`config.mk`:
```
export PLATFORM = sky130hd
export DESIGN_NAME = balance_command_controller
export DESIGN_NICKNAME = d
export VERILOG_FILES = /design/src/rtl/balance_command_controller.sv
export SDC_FILE = /design/constraint.sdc
export NUM_CORES = 1
export LEC_CHECK = 0
export ABC_AREA = 1
export BUFFER_PORTS_ARGS = -buffer_cell sky130_fd_sc_hd__buf_2
export CORE_ASPECT_RATIO = 2
export CORE_MARGIN = 1.5
export CORE_UTILIZATION = 56
export DETAILED_ROUTE_END_ITERATION = 12
export GPL_ROUTABILITY_DRIVEN = 1
export HOLD_SLACK_MARGIN = 0.08
export PLACE_DENSITY_LB_ADDON = 0.12
export SKIP_LAST_GASP = 1
export SLEW_MARGIN = 20
export SYNTH_ARGS = -nofsm -noshare
export SYNTH_HDL_FRONTEND = slang
export SYNTH_SLANG_ARGS = --single-unit
```
`constraint.sdc`:
```
create_clock -name CLOCK_50 -period 4.1 [get_ports CLOCK_50]
set_input_delay 0.205 -clock CLOCK_50 [delete_from_list [all_inputs] [get_ports CLOCK_50]]
set_output_delay 0.205 -clock CLOCK_50 [all_outputs]
set_load 0.005 [all_outputs]
```
`src/rtl/balance_command_controller.sv`:
```
`default_nettype none
// ============================================================================
//  Module   : balance_command_controller
//  Purpose  : Fuses filtered accel/gyro pairs into a tilt estimate and a
//             saturated PD motor command with a stale-data watchdog.
//             Optional deadband enabled by defining BALANCE_CMD_DEADBAND_EN.
//  Revision : 1.0  initial release
// ============================================================================
module balance_command_controller #(
  parameter int GYRO_SHIFT     = 4,
  parameter int ACCEL_SHIFT    = 5,
  parameter int BLEND_SHIFT    = 6,
  parameter int KP             = 3,
  parameter int KP_SHIFT       = 6,
  parameter int KD             = 2,
  parameter int KD_SHIFT       = 2,
  parameter int CMD_LIMIT      = 511,
  parameter int TIMEOUT_CYCLES = 2500000
`ifdef BALANCE_CMD_DEADBAND_EN
  ,
  parameter int DEADBAND       = 16
`endif
) (
  input  logic       CLOCK_50,
  input  logic       RESET,
  input  logic [9:0] FAccelX,
  input  logic [9:0] FGyroY,
  input  logic       LowPassDataReady,
  input  logic       HighPassDataReady,
  input  logic       Enable,
  output logic [9:0] PWMinput,
  output logic       CmdValid,
  output logic [15:0] Angle,
  output logic       StaleFault
);

  localparam logic [2:0] c_ST_IDLE    = 3'd0;
  localparam logic [2:0] c_ST_PREDICT = 3'd1;
  localparam logic [2:0] c_ST_CORRECT = 3'd2;
  localparam logic [2:0] c_ST_CONTROL = 3'd3;
  localparam logic [2:0] c_ST_OUTPUT  = 3'd4;

  localparam int c_WD_W = (TIMEOUT_CYCLES < 1) ? 1 : $clog2(TIMEOUT_CYCLES + 1);
  localparam logic [c_WD_W-1:0] c_WD_MAX = c_WD_W'(TIMEOUT_CYCLES);

  localparam logic signed [25:0] c_KP    = 26'(KP);
  localparam logic signed [25:0] c_KD    = 26'(KD);
  localparam logic signed [25:0] c_LIM26 = 26'(CMD_LIMIT);
  localparam logic signed [9:0]  c_LIM10 = 10'(CMD_LIMIT);
`ifdef BALANCE_CMD_DEADBAND_EN
  localparam logic signed [9:0]  c_DB10  = 10'(DEADBAND);
`endif

  logic [2:0]         state_q, state_d;
  logic               lp_rdy_q, lp_rdy_d, hp_rdy_q, hp_rdy_d;
  logic               aseen_q, aseen_d, gseen_q, gseen_d;
  logic [9:0]         accel_q, accel_d, gyro_q, gyro_d;
  logic [9:0]         accel_w_q, accel_w_d, gyro_w_q, gyro_w_d;
  logic [15:0]        angle_q, angle_d;
  logic signed [25:0] cmd_q, cmd_d;
  logic [9:0]         pwm_q, pwm_d;
  logic               valid_q, valid_d;
  logic               stale_q, stale_d;
  logic [c_WD_W-1:0]  wd_q, wd_d;

  logic               w_accel_rise, w_gyro_rise;
  logic signed [19:0] w_angle_ext, w_gyro_ext, w_accel_ext;
  logic signed [19:0] w_pred_sum, w_corr_sum;
  logic signed [25:0] w_angle26, w_gyro26, w_p_term, w_d_term;
  logic signed [9:0]  w_cmd_sat, w_cmd_out;

  function automatic logic [15:0] sat16(input logic signed [19:0] v);
    if (v > 20'sd32767)       return 16'h7FFF;
    else if (v < -20'sd32767) return 16'h8001;
    else                      return v[15:0];
  endfunction

  assign w_accel_rise = LowPassDataReady  & ~lp_rdy_q;
  assign w_gyro_rise  = HighPassDataReady & ~hp_rdy_q;

  assign w_angle_ext = {{4{angle_q[15]}}, angle_q};
  assign w_gyro_ext  = {{10{gyro_w_q[9]}}, gyro_w_q};
  assign w_accel_ext = {{10{accel_w_q[9]}}, accel_w_q};
  assign w_pred_sum  = w_angle_ext + (w_gyro_ext >>> GYRO_SHIFT);
  assign w_corr_sum  = w_angle_ext
                     + (((w_accel_ext <<< ACCEL_SHIFT) - w_angle_ext) >>> BLEND_SHIFT);

  assign w_angle26 = {{10{angle_q[15]}}, angle_q};
  assign w_gyro26  = {{16{gyro_w_q[9]}}, gyro_w_q};
  assign w_p_term  = (w_angle26 * c_KP) >>> KP_SHIFT;
  assign w_d_term  = (w_gyro26 * c_KD) >>> KD_SHIFT;

  always_comb begin
    w_cmd_sat = cmd_q[9:0];
    if (cmd_q > c_LIM26)       w_cmd_sat = c_LIM10;
    else if (cmd_q < -c_LIM26) w_cmd_sat = -c_LIM10;
  end

`ifdef BALANCE_CMD_DEADBAND_EN
  assign w_cmd_out = ((w_cmd_sat < c_DB10) && (w_cmd_sat > -c_DB10)) ? 10'sd0 : w_cmd_sat;
`else
  assign w_cmd_out = w_cmd_sat;
`endif

  always_comb begin
    state_d   = state_q;
    lp_rdy_d  = LowPassDataReady;
    hp_rdy_d  = HighPassDataReady;
    aseen_d   = aseen_q;
    gseen_d   = gseen_q;
    accel_d   = accel_q;
    gyro_d    = gyro_q;
    accel_w_d = accel_w_q;
    gyro_w_d  = gyro_w_q;
    angle_d   = angle_q;
    cmd_d     = cmd_q;
    pwm_d     = pwm_q;
    valid_d   = 1'b0;
    stale_d   = stale_q;
    wd_d      = wd_q;

    case (state_q)
      c_ST_IDLE: begin
        if (aseen_q && gseen_q) begin
          accel_w_d = accel_q;
          gyro_w_d  = gyro_q;
          aseen_d   = 1'b0;
          gseen_d   = 1'b0;
          state_d   = c_ST_PREDICT;
        end
      end
      c_ST_PREDICT: begin
        angle_d = sat16(w_pred_sum);
        state_d = c_ST_CORRECT;
      end
      c_ST_CORRECT: begin
        angle_d = sat16(w_corr_sum);
        state_d = c_ST_CONTROL;
      end
      c_ST_CONTROL: begin
        cmd_d   = w_p_term + w_d_term;
        state_d = c_ST_OUTPUT;
      end
      c_ST_OUTPUT: begin
        pwm_d   = Enable ? w_cmd_out : 10'd0;
        valid_d = 1'b1;
        stale_d = 1'b0;
        state_d = c_ST_IDLE;
      end
      default: state_d = c_ST_IDLE;
    endcase

    // A completed command always wins over an expiring watchdog.
    if (state_q == c_ST_OUTPUT) begin
      wd_d = '0;
    end else begin
      if (wd_q >= c_WD_MAX) begin
        stale_d = 1'b1;
        pwm_d   = 10'd0;
      end
      if (wd_q < c_WD_MAX) wd_d = wd_q + c_WD_W'(1);
    end

    // New edges are applied after the IDLE hand-off so they seed the next pair.
    if (w_accel_rise) begin
      accel_d = FAccelX;
      aseen_d = 1'b1;
    end
    if (w_gyro_rise) begin
      gyro_d  = FGyroY;
      gseen_d = 1'b1;
    end
  end

  always_ff @(posedge CLOCK_50) begin
    if (RESET) begin
      state_q   <= c_ST_IDLE;
      lp_rdy_q  <= 1'b0;
      hp_rdy_q  <= 1'b0;
      aseen_q   <= 1'b0;
      gseen_q   <= 1'b0;
      accel_q   <= '0;
      gyro_q    <= '0;
      accel_w_q <= '0;
      gyro_w_q  <= '0;
      angle_q   <= '0;
      cmd_q     <= '0;
      pwm_q     <= '0;
      valid_q   <= 1'b0;
      stale_q   <= 1'b0;
      wd_q      <= '0;
    end else begin
      state_q   <= state_d;
      lp_rdy_q  <= lp_rdy_d;
      hp_rdy_q  <= hp_rdy_d;
      aseen_q   <= aseen_d;
      gseen_q   <= gseen_d;
      accel_q   <= accel_d;
      gyro_q    <= gyro_d;
      accel_w_q <= accel_w_d;
      gyro_w_q  <= gyro_w_d;
      angle_q   <= angle_d;
      cmd_q     <= cmd_d;
      pwm_q     <= pwm_d;
      valid_q   <= valid_d;
      stale_q   <= stale_d;
      wd_q      <= wd_d;
    end
  end

  assign PWMinput   = pwm_q;
  assign CmdValid   = valid_q;
  assign Angle      = angle_q;
  assign StaleFault = stale_q;

endmodule
`default_nettype wire

```
==> metrics.cfg, run 1 <==
[run_status]
status=completed

[route]
ant_nets=0
firstDrtPassIters=5
wl_per_cell_um=16.06
viasPerCell=5.456
drt_iter0_drc=500
routed_wl_um=27000
vias=9171
drc=0

[yosys]
ys_seq_elements=109
yosysWarnings=0
synth_edf_count=0
synth_cell_types=47
syn-num-nets=1481
yosysSeqAreaShare=0.2502
ys.flop_type=dfxtp_1
async_reset_ff_frac=0
postSynthAreaPerCell_um2=6.404
synthCells=1362
synth_area_um2=8722

[finish]
n_fill_cell=1465
nets=1597
drive_gt1_frac=0.1544
insertedDiodeCount=0
areaGrowthSynthToFinish_pct=19.27

[placement]
gp_congestion=0.9473
portBuffers=51
dp_hpwl_um=20910

[worst_setup_path]
cp_data_arrival_time_ns=4.28
cp_slowest_cell=dfxtp_2
cp_slowest_stage_delay_ns=0.33
critPathKind=reg2reg
worst_path_most_repeated_cell=nand2_1
start_kind=flip-flop
worstPathMaxFanout=7
worst_ep_required_time_ns=4.32
end_kind=flip-flop

[timing]
setup_viol=0
min_period_ns=4.053
fin_setup_tns_ns=0
finalMaxSlewViolations=0
rsz0062_at_grt=yes
tightest_slew_ns=1.030
max_freq_ghz=0.2467
max_slew_margin=0.3078
finClkSkew_ns=0.01477
fin_crit_sh=0.9886
timing.final.hold_violations=0
timing.hold.ws_ns=0.08114

[global_route]
antenna_found_initial=0
grt_max_degree=45
grt_use_total=0.3249
overflow=0
grt_pass1_wl_um=41940
grt_pass1_vias=8977

[run]
maxCapViolations=0

[clocking]
cts_tree=done
cts.sinks=109
cts_buffer_depth=2
clk-insertion-delay-late_ns=0.37
cts.clk_slew.worst_paths_ns=0.09
h-tree-depth=3
cts_buffers=9
cts-root-buf=clkbuf_16

[floorplanning]
std_cell_rows=64
start_util=0.5703
core_um2=15290
die-height_um=179.5
io_pins=53
dieArea_um2=16380
dieWidth_um=91.25

[power_and_ir_drop]
p_leak_nw=5.429
power.density_nw_per_um2=405.0
worst_ir_drop_vdd_v=0.0003124

[hold_path]
hp-class=in2reg

registers in the layout, summed over array words and instances, names as in the netlist:
name        count
wd_q           22
Angle          16
cmd_q          14
PWMinput       10
accel_q        10
accel_w_q      10
gyro_q          9
gyro_w_q        9
state_q         3
CmdValid        1
StaleFault      1
aseen_q         1
gseen_q         1
hp_rdy_q        1
lp_rdy_q        1
kinds of logic after synthesis:
family / count (synthesis) / synth area share
XOR/XNOR: 45 / 0.04605
buffers and inverters: 246 / 0.1110
adder cells (fa/ha/maj): 94 / 0.1374
AND/OR/NAND/NOR: 653 / 0.3265
AO/OA/AOI/OAI: 215 / 0.1288
flip-flops: 109 / 0.2502
layout by cell type, fill, tap and decap left out, types with 6 or more instances in the layout:
cell             n
o21ai_0         71
dfxtp_1        106
nor3_1          15
xor2_1          32
nor4_1           6
ha_1            83
a21oi_1        105
ha_4             8
xnor2_1         11
buf_2           51
clkbuf_16        9
nand2_1        329
o21ai_1          8
a21oi_2         12
dlygate4sd3_1   16
inv_1          206
nand3_1         82
nand3_2          6
nand4_1         25
buf_4           63
nand2_2         30
nor2_1         129
area by class of cell:
class                           count  area, µm²  share of cell area
Tap cell                          198      247.7             0.02382
Inverter                          216      810.8             0.07794
Multi-Input combinational cell   1008       5854              0.5628
Clock buffer                        9      225.2             0.02165
Timing Repair Buffer              134      968.4             0.09310
Sequential cell                   109       2186              0.2101
Clock inverter                      7      110.1             0.01058
routing by layer:
layer  track usage  share of wire  vias to the layer above
met5             0              0                        -
met4        0.2725          0.092                        0
met3       0.04442          0.030                      128
met2        0.6313           0.54                      230
met1        0.2792           0.34                     4209
li1              -              -                     4604
what timing repair did:
item,CTS,global route
endpoints found under the setup margin,16,20
setup buffers,0,8
hold buffers,16,0
endpoints found under the hold margin,16,0
gates cloned,0,1
resized for setup,7,53
pin swaps,2,16
where the power goes:
part	switching, mW	internal (mW)
Clock	0.483	0.505
Sequential	0.0335	1.10
Combinational	1.18	0.913
cell usage after synthesis, types with 3 or more instances:
master | n | area (µm²)
nand2_1 | 338 | 1269
inv_1 | 208 | 780.8
nor2_1 | 129 | 484.2
a21oi_1 | 114 | 570.6
dfxtp_1 | 109 | 2182
ha_1 | 91 | 1139
nand3_1 | 83 | 415.4
o21ai_0 | 78 | 390.4
xor2_1 | 32 | 280.3
nand4_1 | 25 | 156.4
nand2_2 | 24 | 150.1
clkbuf_1 | 22 | 82.58
nor3_1 | 18 | 90.09
xnor2_1 | 12 | 105.1
nor4_1 | 6 | 37.54
and2_1 | 5 | 31.28
nand3_2 | 5 | 50.05
o21ai_1 | 5 | 25.02
clkinv_1 | 4 | 15.01
inv_2 | 4 | 15.01
nand3b_1 | 4 | 30.03
a21oi_2 | 3 | 26.28
buf_2 | 3 | 15.01
fa_1 | 3 | 60.06
nor2_2 | 3 | 18.77
nor3b_1 | 3 | 22.52
o211ai_1 | 3 | 22.52
critical path, delay by kind of cell (launching register included):
| family | cells | cell delay (ns) |
|---|---|---|
| AND/OR/NAND/NOR | 13 | 1.06 |
| buffers and inverters | 4 | 0.42 |
| AO/OA/AOI/OAI | 9 | 1.26 |
| flip-flops | 1 | 0.33 |
| adder cells (fa/ha/maj) | 2 | 0.57 |
| XOR/XNOR | 1 | 0.26 |
metrics by stage:
| step | util | power, mW | setup WS [ns] | cells | area (µm²) |
|---|---|---|---|---|---|
| final | 0.6801 | 4.213 | 0.04678 | 1681 | 10400 |
| after global routing | 0.6801 | 4.464 | -0.1765 | 1681 | 10400 |
| after CTS | 0.6578 | 3.896 | 0.007897 | 1672 | 10060 |
| after detailed placement | 0.6234 | 2.878 | -0.1560 | 1640 | 9535 |
| after global placement | 0.6234 | 2.871 | -0.1002 | 1640 | 9535 |
| after floorplan | - | 2.306 | 0.1068 | 1362 | 8722 |
path summary, 6_finish.rpt:
check	start	endpoint	slack (ns)	depth (start not counted)
setup / recovery	Angle[6]	Angle[10]	0.05	29
hold / removal	FAccelX[6]	accel_q[6]	0.08	3
setup reg to reg	Angle[6]	Angle[10]	0.05	29
hold reg to reg	accel_w_q[4]	accel_w_q[4]	0.45	2
No activity file was read; power rests on OpenSTA's default activity.
==> run 2: changes to the inputs <==
--- a/config.mk
+++ b/config.mk
@@ -14,6 +14,7 @@
 export GPL_ROUTABILITY_DRIVEN = 1
 export HOLD_SLACK_MARGIN = 0.08
 export PLACE_DENSITY_LB_ADDON = 0.12
+export REMOVE_ABC_BUFFERS = 1
 export SKIP_LAST_GASP = 1
 export SLEW_MARGIN = 20
 export SYNTH_ARGS = -nofsm -noshare
==> run 2 against run 1 <==
  * Worst setup slack improved by 0.12 ns
  * Global-route usage fell by 3.0 points
  * Wire length fell by 9.2%
  * Final cell count fell by 1.3%
  * Total power fell by 8.1%
  * Maximum frequency rose by 2.9%
  * Sequential share of layout area rose by 0.59 points
  * Hold slack got worse by 0.00051 ns
  * Critical endpoint is now Angle[6]
  * Count of clock-buffer cells in the layout rose by 1
  * Largest power group unchanged
==> metrics.cfg, run 2 (same netlist as run 1, synthesis figures left out) <==
[timing]
tightest_slew_ns=1.079
max_slew_margin=0.2763
rsz0062_at_grt=yes
setup_viol=0
finalMaxSlewViolations=0
fin_setup_tns_ns=0
finClkSkew_ns=0.004787
max_freq_ghz=0.2539
timing.final.hold_violations=0
timing.hold.ws_ns=0.08063
min_period_ns=3.938
fin_crit_sh=0.9605

[power_and_ir_drop]
combinationalPowerShare=0.474
power_switching_share=0.4111
p_int_mw=2.280
power.density_nw_per_um2=382.4
switchingPower_mw=1.591
p_clk_frac=0.233
worst_ir_drop_vdd_v=0.0002558
power_mw=3.872
seq_power_share=0.293
p_leak_nw=5.288

[route]
drc=0
firstDrtPassIters=5
vias=8931
ant_nets=0
drt_iter0_drc=408
viasPerCell=5.383
wl_per_cell_um=14.78
routed_wl_um=24530

[worst_setup_path]
cp_slowest_stage_delay_ns=0.34
start_kind=flip-flop
cp_data_arrival_time_ns=4.23
critPathKind=reg2reg
critPathBufInv=3
worst_ep_required_time_ns=4.39
worstPathMaxFanout=8
worst_path_most_repeated_cell=nand2_1
critical-path-top-delay-family=compound AO/OA/AOI/OAI gates
end_kind=flip-flop
cp_slowest_cell=dfxtp_2

[finish]
instances_no_fill=1659
regMostFlops=wd_q
nets=1575
layout_common_cells=330 x nand2_1, 205 x inv_1, 129 x nor2_1, 105 x dfxtp_1, 105 x a21oi_1
areaGrowthSynthToFinish_pct=16.07
fin_util=0.6619
insertedDiodeCount=0
largest_reg_flops=22
final_common_cell=nand2_1
drive_gt1_frac=0.1396

[floorplanning]
die-height_um=179.5
io_pins=53
core_um2=15290
start_util=0.5703
std_cell_rows=64
dieArea_um2=16380
dieWidth_um=91.25

[global_route]
antenna_found_initial=0
grt_pass1_wl_um=38870
grt_busiest_layer=met2
gr-usage-met1=0.2700
grt_max_degree=45
grt_use_total=0.2948
met3_usage=0.03553
overflow=0
grt_pass1_vias=8590
grt.met2_usage=0.5812

[clocking]
h-tree-depth=3
cts_tree=done
cts-root-buf=clkbuf_16
cts_buffers=9
cts.clk_slew.worst_paths_ns=0.08
cts.sinks=109
cts_buffer_depth=2
clk-insertion-delay-late_ns=0.36

[placement]
place_inst=1621
gp_congestion=0.9098
portBuffers=51
dp_hpwl_um=18610

[run_status]
status=completed

[hold_path]
hp-class=in2reg

[run]
maxCapViolations=0

==> run 2: changes by cell type in the layout (fill, tap and decap cells not counted), moves of 2 or more <==
cell / delta
buf_4: -20
ha_4: -3
nand2_4: -2
ha_1: +2
o21ai_1: -2
o21ai_0: +2
buf_12: -3
==> run 2: per-stage QoR <==
step / worst slack [ns] / area, µm²
global placement: 0.08509 / 9380
floorplan: 0.1458 / 8564
global route: -0.06947 / 10120
finish: 0.1619 / 10120
detailed placement: 0.01912 / 9380
CTS: 0.003343 / 9856
==> run 2: metal layers <==
metal	vias up	share of wire
met5	-	0
met4	0	0.068
met3	98	0.033
met2	231	0.55
met1	4035	0.35
li1	4567	-
==> run 2: layout make-up <==
type | instances | area, µm²
clock buffer | 10 | 239.0
clock inverter | 6 | 63.81
fill | 1463 | 5171
inverter | 216 | 810.8
multi-input combinational | 1008 | 5806
sequential | 109 | 2187
tap | 198 | 247.7
timing repair buffer | 112 | 769.5
==> run 2: what timing repair did <==
item                                    CTS  global route
gates resized for setup                   2            53
gates cloned                              0             1
pin swaps                                 0            19
hold endpoints to repair                 16             0
hold buffers                             16             0
setup buffers                             0             5
endpoints found under the setup margin    9            20
==> run 2: final timing paths <==
kind	endpoint	depth (start not counted)	slack [ns]	startpoint
setup / recovery	Angle[6]	26	0.16	Angle[6]
hold / removal	gyro_q[3]	3	0.08	FGyroY[3]
setup reg to reg	Angle[6]	26	0.16	Angle[6]
hold reg to reg	gyro_w_q[1]	2	0.46	gyro_w_q[1]
==> run 2: tightest hold or removal path, cell delays in order <==
cell,delay (ns)
buf_2,0.07
nor2_1,0.04
nor2_1,0.09
==> run 2: power by group through the flow <==
stage          Combinational, mW  Clock, mW  Sequential (mW)
6_report                    1.83      0.904             1.13
5_1_grt                     2.02      0.947             1.14
4_1_cts                     1.60      0.915             1.13
3_5_place_dp                1.56          0             1.16
3_3_place_gp                1.54          0             1.16
2_1_floorplan               1.09          0             1.16
